[src/rtl/bcd_updown_counter_pkg.sv]
// ============================================================================
// Module : bcd_cnt_pkg
// Desc   : Shared mode encodings, digit type and helpers for the BCD counter.
// Rev    : 1.0  initial release
// ============================================================================
`default_nettype none

package bcd_cnt_pkg;

    localparam logic [1:0] MODE_HOLD = 2'b00;
    localparam logic [1:0] MODE_UP   = 2'b01;
    localparam logic [1:0] MODE_DN   = 2'b10;

    localparam logic [3:0] BCD_MAX   = 4'd9;

    typedef logic [3:0] bcd_digit_t;

    function automatic logic bcd_valid(input bcd_digit_t d);
        return (d <= BCD_MAX);
    endfunction

endpackage

`default_nettype wire

[src/rtl/bcd_updown_counter_if.sv]
// ============================================================================
// Module : bcd_updown_counter_if
// Desc   : Control/status bundle of the BCD counter. Optional sat_en is only
//          present when BCD_CNT_SAT_EN is defined.
// Rev    : 1.0  initial release
// ============================================================================
`default_nettype none

interface bcd_updown_counter_if #(
    parameter int DIGITS = 4
);
`ifdef BCD_CNT_SAT_EN
    logic                  sat_en;
`endif
    logic                  en;
    logic [1:0]            mode;
    logic                  load_en;
    logic [4*DIGITS-1:0]   load;
    logic [4*DIGITS-1:0]   count;
    logic                  cout;
    logic                  bout;
    logic                  tc;
    logic                  load_err;

    modport master (
`ifdef BCD_CNT_SAT_EN
        output sat_en,
`endif
        output en, mode, load_en, load,
        input  count, cout, bout, tc, load_err
    );

    modport slave (
`ifdef BCD_CNT_SAT_EN
        input  sat_en,
`endif
        input  en, mode, load_en, load,
        output count, cout, bout, tc, load_err
    );

endinterface

`default_nettype wire

[src/rtl/bcd_updown_counter_slice.sv]
// ============================================================================
// Module : bcd_digit_slice
// Desc   : One BCD digit register with load, wrapping increment and decrement.
// Rev    : 1.0  initial release
// ============================================================================
`default_nettype none

module bcd_digit_slice
    import bcd_cnt_pkg::*;
(
    input  wire logic       clk,
    input  wire logic       a_clr,
    input  wire logic       inc,
    input  wire logic       dec,
    input  wire logic       ld,
    input  wire bcd_digit_t ld_digit,
    output bcd_digit_t      digit,
    output logic            is9,
    output logic            is0
);

    bcd_digit_t r_digit;

    always_ff @(posedge clk or negedge a_clr) begin
        if (!a_clr) begin
            r_digit <= '0;
        end else if (ld) begin
            r_digit <= ld_digit;
        end else if (inc) begin
            r_digit <= (r_digit == BCD_MAX) ? 4'd0 : r_digit + 4'd1;
        end else if (dec) begin
            r_digit <= (r_digit == 4'd0) ? BCD_MAX : r_digit - 4'd1;
        end
    end

    assign digit = r_digit;
    assign is9   = (r_digit == BCD_MAX);
    assign is0   = (r_digit == 4'd0);

endmodule

`default_nettype wire

[src/rtl/bcd_updown_counter.sv]
// ============================================================================
// Module : bcd_updown_counter
// Desc   : DIGITS-digit BCD up/down counter with sanitised load and wrap flags.
//          Define BCD_CNT_SAT_EN to add sat_en (saturate instead of wrap).
// Rev    : 1.0  initial release
// ============================================================================
`default_nettype none

module bcd_updown_counter
    import bcd_cnt_pkg::*;
#(
    parameter int DIGITS = 4
) (
    input  wire logic            clk,
    input  wire logic            a_clr,
    bcd_updown_counter_if.slave  bus
);

    logic [DIGITS-1:0] w_is9;
    logic [DIGITS-1:0] w_is0;
    logic [DIGITS-1:0] w_lo9;   // all digits below i are 9
    logic [DIGITS-1:0] w_lo0;   // all digits below i are 0
    logic [DIGITS-1:0] w_bad;
    logic              w_all9;
    logic              w_all0;
    logic              w_sat;
    logic              w_up_go;
    logic              w_dn_go;
    logic              r_cout;
    logic              r_bout;
    logic              r_load_err;

`ifdef BCD_CNT_SAT_EN
    assign w_sat = bus.sat_en;
`else
    assign w_sat = 1'b0;
`endif

    assign w_all9  = w_lo9[DIGITS-1] & w_is9[DIGITS-1];
    assign w_all0  = w_lo0[DIGITS-1] & w_is0[DIGITS-1];
    assign w_up_go = bus.en && (bus.mode == MODE_UP) && !(w_sat && w_all9);
    assign w_dn_go = bus.en && (bus.mode == MODE_DN) && !(w_sat && w_all0);

    for (genvar i = 0; i < DIGITS; i++) begin : g_digit
        bcd_digit_t w_ld_raw;
        bcd_digit_t w_ld_digit;

        assign w_ld_raw   = bus.load[4*i +: 4];
        assign w_bad[i]   = !bcd_valid(w_ld_raw);
        assign w_ld_digit = w_bad[i] ? 4'd0 : w_ld_raw;

        if (i == 0) begin : g_lsd
            assign w_lo9[i] = 1'b1;
            assign w_lo0[i] = 1'b1;
        end else begin : g_upper
            assign w_lo9[i] = w_lo9[i-1] & w_is9[i-1];
            assign w_lo0[i] = w_lo0[i-1] & w_is0[i-1];
        end

        bcd_digit_slice u_slice (
            .clk      (clk),
            .a_clr    (a_clr),
            .inc      (w_up_go & w_lo9[i]),
            .dec      (w_dn_go & w_lo0[i]),
            .ld       (bus.load_en),
            .ld_digit (w_ld_digit),
            .digit    (bus.count[4*i +: 4]),
            .is9      (w_is9[i]),
            .is0      (w_is0[i])
        );
    end

    // A load edge never reports a wrap; only rejected digits raise load_err
    always_ff @(posedge clk or negedge a_clr) begin
        if (!a_clr) begin
            r_cout     <= 1'b0;
            r_bout     <= 1'b0;
            r_load_err <= 1'b0;
        end else if (bus.load_en) begin
            r_cout     <= 1'b0;
            r_bout     <= 1'b0;
            r_load_err <= |w_bad;
        end else begin
            r_cout     <= w_up_go & w_all9;
            r_bout     <= w_dn_go & w_all0;
            r_load_err <= 1'b0;
        end
    end

    assign bus.cout     = r_cout;
    assign bus.bout     = r_bout;
    assign bus.load_err = r_load_err;
    assign bus.tc       = ((bus.mode == MODE_UP) && w_all9) ||
                          ((bus.mode == MODE_DN) && w_all0);

endmodule

`default_nettype wire

[src/flat_wrapper.sv]
// flat-port wrapper written by rule: the top's interface ports become plain ports
module bcd_updown_counter_flat import bcd_cnt_pkg::*;
#(
    parameter int DIGITS = 4
)
  (clk, a_clr, bus_en, bus_mode, bus_load_en, bus_load, bus_count, bus_cout, bus_bout, bus_tc, bus_load_err);
  bcd_updown_counter_if #(.DIGITS(DIGITS)) bus_i ();
  input  wire logic clk;
  input  wire logic a_clr;
  input wire logic [$bits(bus_i.en)-1:0] bus_en;
  input wire logic [$bits(bus_i.mode)-1:0] bus_mode;
  input wire logic [$bits(bus_i.load_en)-1:0] bus_load_en;
  input wire logic [$bits(bus_i.load)-1:0] bus_load;
  output wire logic [$bits(bus_i.count)-1:0] bus_count;
  output wire logic [$bits(bus_i.cout)-1:0] bus_cout;
  output wire logic [$bits(bus_i.bout)-1:0] bus_bout;
  output wire logic [$bits(bus_i.tc)-1:0] bus_tc;
  output wire logic [$bits(bus_i.load_err)-1:0] bus_load_err;
  assign bus_i.en = bus_en;
  assign bus_i.mode = bus_mode;
  assign bus_i.load_en = bus_load_en;
  assign bus_i.load = bus_load;
  assign bus_count = bus_i.count;
  assign bus_cout = bus_i.cout;
  assign bus_bout = bus_i.bout;
  assign bus_tc = bus_i.tc;
  assign bus_load_err = bus_i.load_err;
  bcd_updown_counter #(.DIGITS(DIGITS)) u_core (.clk(clk), .a_clr(a_clr), .bus(bus_i));
endmodule
[config.mk]
export PLATFORM = sky130hd
export DESIGN_NAME = bcd_updown_counter_flat
export DESIGN_NICKNAME = d
export VERILOG_FILES = /design/src/rtl/bcd_updown_counter_pkg.sv /design/src/rtl/bcd_updown_counter_if.sv /design/src/rtl/bcd_updown_counter_slice.sv /design/src/rtl/bcd_updown_counter.sv /design/src/flat_wrapper.sv
export SDC_FILE = /design/constraint.sdc
export NUM_CORES = 1
export LEC_CHECK = 0
export ABC_AREA = 1
export BUFFER_PORTS_ARGS = -buffer_cell sky130_fd_sc_hd__buf_2
export CELL_PAD_IN_SITES_DETAIL_PLACEMENT = 0
export CELL_PAD_IN_SITES_GLOBAL_PLACEMENT = 2
export CORE_ASPECT_RATIO = 0.6
export CORE_UTILIZATION = 30
export DETAILED_ROUTE_END_ITERATION = 8
export PLACE_DENSITY_LB_ADDON = 0.05
export SLEW_MARGIN = 20
export SYNTH_ARGS = -nofsm -noshare
export SYNTH_HDL_FRONTEND = slang
export SYNTH_SLANG_ARGS = --single-unit
[constraint.sdc]
create_clock -name clk -period 2.55 [get_ports clk]
set_clock_uncertainty 0.2 [all_clocks]
set_input_delay 0.255 -clock clk [delete_from_list [all_inputs] [get_ports clk]]
set_output_delay 0.255 -clock clk [all_outputs]
set_load 0.01 [all_outputs]
**After elaboration in Yosys (flattened, before gate mapping)**

Index checks and enable logic that the tools add are counted.

- Register bits after elaboration: 19
- Bits of input ports: 22
- Output and inout bits: 20

- Add/sub/neg operators: 8
- Order comparisons: 4
- Equality and inequality tests: 6
- Mux-type cells: 27
- Bitwise operators: 14
- Reduce and logical (&&, ||, !) cells: 18

Operator list:

| cell | number |
|---|---|
| 2-to-1 mux 4 bit | 24 |
| adder 4 x 1 -> 4 bit (second input constant) | 4 |
| equality test 4 bit (second input constant) | 4 |
| <= comparator 4 bit (second input constant) | 4 |
| zero test 4 bit | 4 |
| subtractor 4 x 1 -> 4 bit (second input constant) | 4 |
| AND 1 bit | 14 |
| nonzero test 3 bit | 4 |
| logical AND 1 bit | 4 |
| zero test 1 bit | 4 |
| OR reduction 4 bit | 1 |
| 2-to-1 mux 1 bit | 3 |
| equality test 2 x 1 -> 1 bit (second input constant) | 1 |
| equality test 2 bit (second input constant) | 1 |
| logical OR 1 bit | 1 |

**Depth between registers and ports, before layout**

Gate-level depths: netlist of the first run.

- Word-level depth: 7
- Depth in mapped cells: 11
- Depth with buffers taken out: 11

**Cells and area by module**

A second synthesis of the first run with hierarchy kept.

- Cells, all modules: 318
- Area, all modules: 1796.7 um2

By module, submodules not included:

| module | instances | cells an instance | area each (um2) |
|---|---|---|---|
| bcd_digit_slice | 4 | 61 | 352.8 |
| bcd_updown_counter | 1 | 74 | 385.4 |

**Worst setup path after synthesis of the first run**

OpenSTA, ideal clock, no wires.

- Path type: register -> output
- Start: register u_core.g_digit[1].u_slice.r_digit[0]
- End: output bus_tc
- Arrival: 1.293 ns
- Slack: 0.802 ns
- Cell stages (with the launch flop): 6
- Path buffers: 0
- Path through: dfrtp_1 nor2_2 inv_2 nor2_2 nand4_1 o31ai_1

- Longest elaborated chain between the ends: 6
- Elaborated cells on any way between the ends: 11

Ends and longest elaborated chain:

| what | RTL line | RTL |
|---|---|---|
| start, declared | bcd_updown_counter_slice.sv:22 | `bcd_digit_t r_digit;` |
| start signal, assigned | bcd_updown_counter_slice.sv:28 | `r_digit <= ld_digit;` |
| start signal, assigned | bcd_updown_counter_slice.sv:30 | `r_digit <= (r_digit == BCD_MAX) ? 4'd0 : r_digit + 4'd1;` |
| start signal, assigned | bcd_updown_counter_slice.sv:32 | `r_digit <= (r_digit == 4'd0) ? BCD_MAX : r_digit - 4'd1;` |
| equality test 4 bit / zero test 4 bit (equally long branches) | bcd_updown_counter_slice.sv:37, bcd_updown_counter_slice.sv:38 |  |
| AND 1 bit, on equally long branches (2 in series) | bcd_updown_counter.sv:56, bcd_updown_counter.sv:57 |  |
| AND 1 bit, on equally long branches | bcd_updown_counter.sv:39, bcd_updown_counter.sv:40 |  |
| logical AND 1 bit, on equally long branches | bcd_updown_counter.sv:93, bcd_updown_counter.sv:94 |  |
| logical OR 1 bit (*) | bcd_updown_counter.sv:93 | `assign bus.tc = ((bus.mode == MODE_UP) && w_all9) \|\|` |
| end, declared | flat_wrapper.sv:17 | `output wire logic [$bits(bus_i.tc)-1:0] bus_tc;` |

Every way passes the cells marked *; elsewhere a longest branch is shown, timed or not.

**Final worst setup path of the first run**

Ends and elaborated chain as after synthesis.

==> out/results.ini, run 1 <==
[power_and_ir_drop]
clock_power_share_pct = 20.9
swShare_pct = 42.3
power_leakage_nw = 1.08
peakVddDrop_mv = 0.189
seq_power_share_pct = 38.8
combPwrFrac_pct = 40.3
p_per_area_nw_per_um2 = 521
p_int_mw = 0.611
p_sw_mw = 0.448

[global_routing]
grt_use_total_pct = 18.2
grt_pass1_vias = 1658
antenna_found_initial = 0
gr-total-overflow = 0
grt_pass1_wl_um = 8160
grt_start_max_net_pins = 27

[worst_setup_path]
arrival_ps = 1750
required_ps = 2100
crit_top_cell = nor2_2
critPathMaxFanout = 8
cp_top_family = simple AND/OR/NAND/NOR gates
cp_cell_sequence = nor2_2, inv_2, nor2_2, nand4_1, o31ai_1, buf_2
cp_slowest_cell = dfrtp_1
crit_buf_inv = 2
max_stage_delay_ps = 470
critPathKind = reg -> out
endpoint_kind = output pin
startpoint_type = flop

[flow_run]
drv_cap = 0

[clock_tree]
clkSinkCount = 19
cts_tree = built
clock_path_buffers = 2
htreeDepth = 1
cts_setup_buffers = 0
clk_pin_slew_ps = 80
root_buffer = clkbuf_8
numCtsBuffers = 3
clkLatencyLatePin_ps = 260

[timing]
fmax_ghz = 0.454
worst_slew_pin_slew_ps = 732
setup_viol = 0
fin_setup_tns_ps = 0
hold_viol_final = 0
slew_headroom_pct = 50.7
rsz0062_at_grt = no
finalMaxSlewViolations = 0
fin_crit_ps = 2200
fin_crit_sh_pct = 86.3

[place]
port_buffers = 41
placedCellCount = 370
dp_hpwl_um = 3790
gp_congestion = 0.812

[yosys]
async_flop_share_pct = 100
synth_area_um2 = 1680
ys_seq_area_share_pct = 28.2
ys_seq_elements = 19
ys.warnings.count = 0
postSynthCellCount = 264
synth_edf_count = 0
syn-num-nets = 286
synth_ff_type = dfrtp_1
synth.distinct_cells = 30
avgSynthCellArea_um2 = 6.38

[floorplan]
die_w_um = 98.7
die_area_um2 = 5930
die_height_um = 60.0
coreArea_um2 = 5230
initial_utilization_pct = 32.2
io_pins = 42
rows = 20

[route]
wl_per_cell_um = 13.0
drc = 0
drt_iter0_drc = 99
dr.pass1.iters = 4
vias_per_cell = 4.79
ant_nets = 0
vias = 1798
drt_wl_total_um = 4870

[final_layout]
antenna_cells = 0
drive_above_1_share_pct = 27.2
nNetsFinal = 332
syn_to_final_growth_pct = 20.7
fillerInstances = 582
stdcell_count = 375

[hold_path]
worstHoldPathType = in -> reg

[outcome]
outcome = finished, final reports clean

final timing paths:
check                                                        start                                  to  slack [ps]  depth (start not counted)
worst min register to register  u_core.g_digit[1].u_slice.digit[3]  u_core.g_digit[1].u_slice.digit[3]         360                          2
worst min-delay path                                   bus_load[2]  u_core.g_digit[0].u_slice.digit[2]          80                          3
worst max register to register  u_core.g_digit[2].u_slice.digit[2]  u_core.g_digit[3].u_slice.digit[2]         750                          8
worst max-delay path            u_core.g_digit[1].u_slice.digit[0]                              bus_tc         350                          6
min in group asynchronous                                    a_clr  u_core.g_digit[1].u_slice.digit[0]         290                          2
max in group asynchronous                                    a_clr  u_core.g_digit[2].u_slice.digit[3]        1530                          2
final cells by class:
class | instances | area [µm²] | area share, %
multi-input combinational | 201 | 1040 | 51.2
tap | 66 | 82.6 | 4.06
sequential | 19 | 475 | 23.4
clock buffer | 4 | 45.0 | 2.22
timing repair buffer | 45 | 238 | 11.7
inverter | 40 | 150 | 7.39
metrics by stage:
stage	total power [mW]	worst slack [ps]	cell area (µm²)	hold WS, ps	util [%]
detailed placement	0.840	619	1980	56.7	37.8
global placement	0.851	614	1980	62.8	37.8
global route	1.16	215	2030	82.8	38.9
CTS	1.07	312	2030	75.2	38.9
finish	1.06	349	2030	79.2	38.9
floorplan	0.699	802	1680	-241	-
flip-flops by register name, indices dropped and copies added (netlist names):
register and cells:
u_core.g_digit.u_slice.digit 16, u_core.bus.load_err 1, u_core.bus.bout 1, u_core.bus.cout 1
cells in the mapped netlist (all sizes together), types with 2 or more instances:
cell	instances	area share, %
a31oi	2	0.74
nor3	2	0.59
nor2	39	12
clkinv	3	0.67
xor2	2	1.0
dfrtp	19	28
nand4	4	1.5
o21ai	20	5.9
o211ai	3	1.3
clkbuf	2	0.45
buf	2	0.59
nand3	45	15
nand2	66	17
a21oi	12	4.5
inv	37	8.2
cells in the final DEF, fill, tap and decap left out:
cell	synthesis	layout
a21oi_1	8	8
a21oi_2	4	4
a31oi_1	2	2
a41oi_1	1	1
buf_2	2	41
buf_4	0	3
clkbuf_1	2	1
clkbuf_8	0	3
clkinv_1	3	3
dfrtp_1	19	19
dlygate4sd3_1	0	1
inv_1	27	27
inv_2	10	10
nand2_1	59	59
nand2_2	4	4
nand2_4	3	3
nand3_1	40	40
nand3_2	5	5
nand4_1	4	4
nor2_1	28	28
nor2_2	7	7
nor2_4	3	3
nor2_8	1	1
nor3_1	2	2
nor4_1	1	1
o2111ai_1	1	1
o211ai_1	3	3
o21a_1	1	1
o21ai_0	19	19
o21ai_1	1	1
o22ai_1	1	1
o31ai_1	1	1
xor2_1	2	2
power groups by stage:
stage          clock [mW]  sequential (mW)  combinational, mW
2_1_floorplan           0            0.423              0.276
3_3_place_gp            0            0.415              0.436
3_5_place_dp            0            0.417              0.423
4_1_cts             0.233            0.411              0.427
5_1_grt             0.248            0.420              0.491
6_report            0.221            0.411              0.427
worst min-delay path, cell delays in order:
cell	delay [ps]
buf_2	100
nand3_1	70
a31oi_1	80
timing repair:
| action | in CTS | in global routing |
|---|---|---|
| resized for setup | 0 | 0 |
| endpoints found under the hold margin | 19 | 0 |
| hold buffers | 1 | 0 |
routing by layer:
layer | track usage [%] | vias up | wire length [µm] | part of all wire [%]
met3 | 4.09 | 4 | 202 | 4.2
met1 | 27.2 | 787 | 2850 | 59
met2 | 26.5 | 45 | 1770 | 36
met5 | 0 | - | 0 | 0
met4 | 3.62 | 0 | 43 | 0.88
li1 | - | 962 | - | -
cells by family after synthesis:
group / Yosys count / share of synthesized area (%)
simple gates: 157 / 46.0
buf+inv: 44 / 9.96
compound gates: 42 / 14.8
flops: 19 / 28.2
xor+xnor: 2 / 1.04
Power figures use the tool's default switching activity.
==> run 2, diff against run 1 <==
==> constraint.sdc (replaced) <==
create_clock -name clk -period 2.55 [get_ports clk]
set_clock_uncertainty 0.2 [all_clocks]
set_input_delay 0.1275 -clock clk [delete_from_list [all_inputs] [get_ports clk]]
set_output_delay 0.1275 -clock clk [all_outputs]
set_load 0.01 [all_outputs]
==> out/results.ini, run 2 (synthesis gave the netlist of run 1 again) <==
[outcome]
outcome = finished, final reports clean

[route]
drt_iter0_drc = 87  ; -12%
ant_nets = 0  ; unchanged
vias_per_cell = 4.87  ; +1.6%
drt_wl_total_um = 4880  ; +0.33%
wl_per_cell_um = 13.0  ; about the same
drc = 0  ; unchanged
dr.pass1.iters = 4  ; unchanged
vias = 1831  ; +1.8%

[floorplan]
die_height_um = 60.0  ; unchanged
die_w_um = 98.7  ; unchanged
die_area_um2 = 5930  ; unchanged
initial_utilization_pct = 32.2  ; unchanged
rows = 20  ; unchanged
io_pins = 42  ; unchanged
coreArea_um2 = 5230  ; unchanged

[timing]
rsz0062_at_grt = no
hold_ws_ps = 9.93  ; -69.3 ps
fmax_ghz = 0.480  ; +5.6%
fin_crit_ps = 2090  ; -116 ps
setup_viol = 0  ; unchanged
fin_crit_sh_pct = 81.8  ; -4.6 points
worst_slew_pin_slew_ps = 635  ; -96.2 ps
finalMaxSlewViolations = 0  ; unchanged
hold_viol_final = 0  ; unchanged
slew_headroom_pct = 57.2  ; +6.5 points
fin_setup_tns_ps = 0  ; unchanged

[worst_setup_path]
crit_top_cell = nor2_2
startpoint_type = flop
max_stage_delay_ps = 470  ; about the same
cp_cell_sequence = nor2_2, inv_2, nor2_2, nand4_1, o31ai_1, buf_2
arrival_ps = 1760  ; about the same
critPathKind = reg -> out
required_ps = 2220  ; +120 ps
critPathMaxFanout = 8  ; unchanged
cp_slowest_cell = dfrtp_1
endpoint_kind = output pin

[final_layout]
final_common_cell = nand2_1
drive_above_1_share_pct = 26.5  ; -0.73 points
design_area_um2 = 2050  ; +0.74%
syn_to_final_growth_pct = 21.5
layout_common_cells = 59 x nand2_1, 41 x buf_2, 40 x nand3_1, 28 x nor2_1, 27 x inv_1
stdcell_count = 376  ; +0.27%
largest_reg_flops = 16  ; unchanged
nNetsFinal = 333  ; +0.30%
antenna_cells = 0  ; unchanged

[clock_tree]
cts_tree = built
clock_path_buffers = 2  ; unchanged
numCtsBuffers = 3  ; unchanged
clkSinkCount = 19  ; unchanged
cts_resized = 0  ; unchanged
clkLatencyLatePin_ps = 260  ; about the same
root_buffer = clkbuf_8
htreeDepth = 1  ; unchanged
clk_pin_slew_ps = 80  ; about the same

[place]
gp_congestion = 0.785  ; -3.4%
dp_hpwl_um = 3830  ; +0.89%
placed_cell_area_um2 = 1960  ; -0.76%
placedCellCount = 368  ; -0.54%
port_buffers = 41  ; unchanged

[power_and_ir_drop]
totalPowerFinal_mw = 1.05  ; -0.77%
power_leakage_nw = 1.08  ; about the same
p_per_area_nw_per_um2 = 513  ; -1.5%
peakVddDrop_mv = 0.187  ; -0.88%

[global_routing]
antenna_found_initial = 0  ; unchanged
grt_use_total_pct = 18.3  ; +0.12 points
grt_pass1_vias = 1642  ; -0.97%
grt_start_max_net_pins = 27  ; unchanged
gr-total-overflow = 0  ; unchanged
grt_pass1_wl_um = 8230  ; +0.85%

[hold_path]
worstHoldPathType = in -> reg

[flow_run]
drv_cap = 0  ; unchanged

==> run 2: cell count changes in the layout (fill, tap and decap cells not counted), sizes merged <==
cell         previous run  this run
buf                    44        42
dlygate4sd3             1         4
==> run 2: cell type report <==
cell class / count / area (µm²)
clock buffers: 4 / 45.0
repair buffers: 46 / 253
multi-input cells: 201 / 1040
flip-flops and latches: 19 / 475
inverters: 40 / 150
well taps: 66 / 82.6
fillers: 576 / 3180
==> run 2: timing repair <==
action	CTS	global route
setup buffers	0	0
hold buffers	4	0
endpoints found under the hold margin	21	0
==> run 2: critical path: cells and delay by family, from the launching register on <==
| family | cells | cell delay, ps |
|---|---|---|
| buffers and inverters | 2 | 230 |
| AND/OR/NAND/NOR | 3 | 570 |
| flip-flops | 1 | 470 |
| AO/OA/AOI/OAI | 1 | 230 |
==> run 2: power by group <==
part / total, mW / switching [mW] / internal (mW) / leakage [nW]
logic: 0.422 / 0.265 / 0.156 / 0.820
registers: 0.412 / 0.0708 / 0.341 / 0.234
clock network: 0.217 / 0.105 / 0.111 / 0.0228
total: 1.05 / 0.441 / 0.609 / 1.08
==> run 2: final timing paths <==
path | start | endpoint | slack (ps) | cells after the start
setup / recovery | u_core.g_digit[1].u_slice.digit[0] | bus_tc | 460 | 6
hold / removal | bus_load[0] | u_core.g_digit[0].u_slice.digit[0] | 10 | 5
setup reg to reg | u_core.g_digit[1].u_slice.digit[2] | u_core.g_digit[3].u_slice.digit[3] | 730 | 8
hold reg to reg | u_core.g_digit[1].u_slice.digit[3] | u_core.g_digit[1].u_slice.digit[3] | 360 | 2
max in group asynchronous | a_clr | u_core.g_digit[3].u_slice.digit[3] | 1650 | 2
min in group asynchronous | a_clr | u_core.g_digit[1].u_slice.digit[1] | 170 | 2
==> run 2: layer usage <==
layer  global-route usage [%]  part of all wire, %  vias up
met5                        0                    0        -
li1                         -                    -      962
met3                     4.33                  5.2        2
met2                     24.8                   36       58
met1                     28.6                   59      809
met4                     3.41                 0.55        0
==> run 2: per-stage QoR <==
step | worst slack, ps | util, %
6_report | 465 | 39.1
3_3_place_gp | 660 | 37.5
2_1_floorplan | 929 | -
4_1_cts | 434 | 39.1
5_1_grt | 323 | 39.1
3_5_place_dp | 731 | 37.5
==> run 3, diff against run 2 <==
--- a/config.mk
+++ b/config.mk
@@ -10,7 +10,7 @@
 export CELL_PAD_IN_SITES_DETAIL_PLACEMENT = 0
 export CELL_PAD_IN_SITES_GLOBAL_PLACEMENT = 2
 export CORE_ASPECT_RATIO = 0.6
-export CORE_UTILIZATION = 30
+export CORE_UTILIZATION = 28
 export DETAILED_ROUTE_END_ITERATION = 8
 export PLACE_DENSITY_LB_ADDON = 0.05
 export SLEW_MARGIN = 20
==> constraint.sdc (replaced) <==
create_clock -name clk -period 2.1 [get_ports clk]
set_clock_uncertainty 0.2 [all_clocks]
set_input_delay 0.105 -clock clk [delete_from_list [all_inputs] [get_ports clk]]
set_output_delay 0.105 -clock clk [all_outputs]
set_load 0.01 [all_outputs]
==> out/results.ini, run 3 (synthesis gave the netlist of run 1 again) <==
[outcome]
outcome = finished, final reports clean

[flow_run]
drv_cap = 0  ; unchanged

[timing]
worst_slew_pin_slew_ps = 503  ; -133 ps
setup_viol = 0  ; unchanged
fin_crit_sh_pct = 92.8
fin_setup_tns_ps = 0  ; unchanged
slew_headroom_pct = 66.5  ; +9.3 points
hold_viol_final = 0  ; unchanged
fin_crit_ps = 1950
hold_ws_ps = 4.65  ; -5.28 ps
rsz0062_at_grt = no
finalMaxSlewViolations = 0  ; unchanged
fmax_ghz = 0.513

[clock_tree]
clkSinkCount = 19  ; unchanged
cts_setup_buffers = 0  ; unchanged
clkLatencyLatePin_ps = 260  ; about the same
clock_path_buffers = 2  ; unchanged
htreeDepth = 1  ; unchanged
numCtsBuffers = 3  ; unchanged
cts_tree = built
clk_pin_slew_ps = 80  ; about the same
root_buffer = clkbuf_8

[final_layout]
design_area_um2 = 2180  ; +6.4%
layout_common_cells = 59 x nand2_1, 41 x buf_2, 39 x nand3_1, 27 x nor2_1, 27 x inv_1
fillerInstances = 631  ; +9.5%
drive_above_1_share_pct = 28.4  ; +2.0 points
largest_reg_flops = 16  ; unchanged
stdcell_count = 400  ; +6.4%
antenna_cells = 0  ; unchanged
nNetsFinal = 343  ; +3.0%
syn_to_final_growth_pct = 29.3
final_common_cell = nand2_1

[route]
drt_iter0_drc = 70  ; -20%
vias = 1843  ; +0.66%
dr.pass1.iters = 5  ; +1
vias_per_cell = 4.61  ; -5.4%
drc = 0  ; unchanged
ant_nets = 0  ; unchanged
drt_wl_total_um = 5210  ; +6.7%
wl_per_cell_um = 13.0  ; +0.32%

[floorplan]
die_height_um = 62.1  ; +3.4%
initial_utilization_pct = 29.7  ; -2.5 points
rows = 21  ; +5.0%
io_pins = 42  ; unchanged
coreArea_um2 = 5680  ; +8.5%
die_area_um2 = 6340  ; +7.0%
die_w_um = 102  ; +3.4%

[power_and_ir_drop]
seq_power_share_pct = 38.0  ; -1.2 points
p_per_area_nw_per_um2 = 611  ; +19%
combPwrFrac_pct = 41.0  ; +0.8 points
clock_power_share_pct = 21.0  ; +0.4 points
swShare_pct = 42.8  ; +0.80 points
p_int_mw = 0.761  ; +25%
peakVddDrop_mv = 0.259  ; +39%
p_sw_mw = 0.570  ; +29%
power_leakage_nw = 1.12  ; +4.2%

[worst_setup_path]
endpoint_kind = output pin
startpoint_type = flop
critPathMaxFanout = 6  ; -2
critPathKind = reg -> out
required_ps = 1790  ; -430 ps
arrival_ps = 1640  ; -120 ps

[global_routing]
grt_use_total_pct = 17.8  ; -0.48 points
grt_pass1_vias = 1737  ; +5.8%
gr-total-overflow = 0  ; unchanged
antenna_found_initial = 0  ; unchanged
grt_pass1_wl_um = 8510  ; +3.4%
grt_start_max_net_pins = 27  ; unchanged

[place]
port_buffers = 41  ; unchanged
dp_hpwl_um = 4020  ; +5.2%
placedCellCount = 387  ; +5.2%
placed_cell_area_um2 = 2020  ; +2.8%
gp_congestion = 0.802  ; +2.2%

[hold_path]
worstHoldPathType = in -> reg

run 3: cell count changes in the layout (fill, tap and decap cells not counted), sizes merged:
cell	delta
buf	+5
dlygate4sd3	+5
run 3: worst paths after layout:
check / depth (start not counted) / slack [ps] / from / to
worst max-delay path: 6 / 150 / u_core.g_digit[2].u_slice.digit[1] / bus_tc
worst min-delay path: 5 / 5 / bus_load[9] / u_core.g_digit[2].u_slice.digit[1]
worst max register to register: 8 / 310 / u_core.g_digit[1].u_slice.digit[1] / u_core.g_digit[3].u_slice.digit[3]
worst min register to register: 2 / 380 / u_core.g_digit[1].u_slice.digit[3] / u_core.g_digit[1].u_slice.digit[3]
max in group asynchronous: 2 / 1200 / a_clr / u_core.g_digit[2].u_slice.digit[0]
min in group asynchronous: 2 / 130 / a_clr / u_core.g_digit[1].u_slice.digit[3]
run 3: power groups by stage:
| stage | Sequential (mW) | Combinational (mW) | Clock (mW) |
|---|---|---|---|
| floorplan | 0.514 | 0.335 | 0 |
| global placement | 0.509 | 0.535 | 0 |
| detailed placement | 0.507 | 0.523 | 0 |
| CTS | 0.500 | 0.538 | 0.296 |
| global route | 0.518 | 0.628 | 0.305 |
| finish | 0.506 | 0.546 | 0.279 |
run 3: final cells by class:
| cell class | count | area [µm²] | area share (%) |
|---|---|---|---|
| well taps | 80 | 100 | 4.60 |
| repair buffers | 56 | 340 | 15.6 |
| flip-flops and latches | 19 | 478 | 22.0 |
| clock buffers | 4 | 45.0 | 2.07 |
| multi-input cells | 201 | 1060 | 48.9 |
| inverters | 40 | 150 | 6.90 |
run 3: repair_timing:
action                                 4_1_cts  5_1_grt
endpoints found under the hold margin       26        0
resized for setup                            0        7
setup endpoints to repair                    0        1
hold buffers                                 9        0
run 3: through the flow:
stage	setup WS [ps]	power, mW	util [%]
finish	151	1.33	38.4
global route	7.12	1.45	38.4
CTS	17.1	1.33	37.9
detailed placement	296	1.03	35.5
global placement	257	1.04	35.5
floorplan	502	0.849	-
run 3: critical path: stages, from the launching register on:
cell and delay, ps:
dfrtp_1 440, nor2_1 160, inv_1 120, nor2_2 150, inv_1 90, o31ai_1 250
buf_2 170
run 3: routing by layer:
layer	vias up	GRT usage (%)	wire length (µm)
met5	-	0	0
met4	0	2.45	31
met3	2	3.36	205
met2	38	26.4	1960
met1	822	27.1	3010
li1	981	-	-
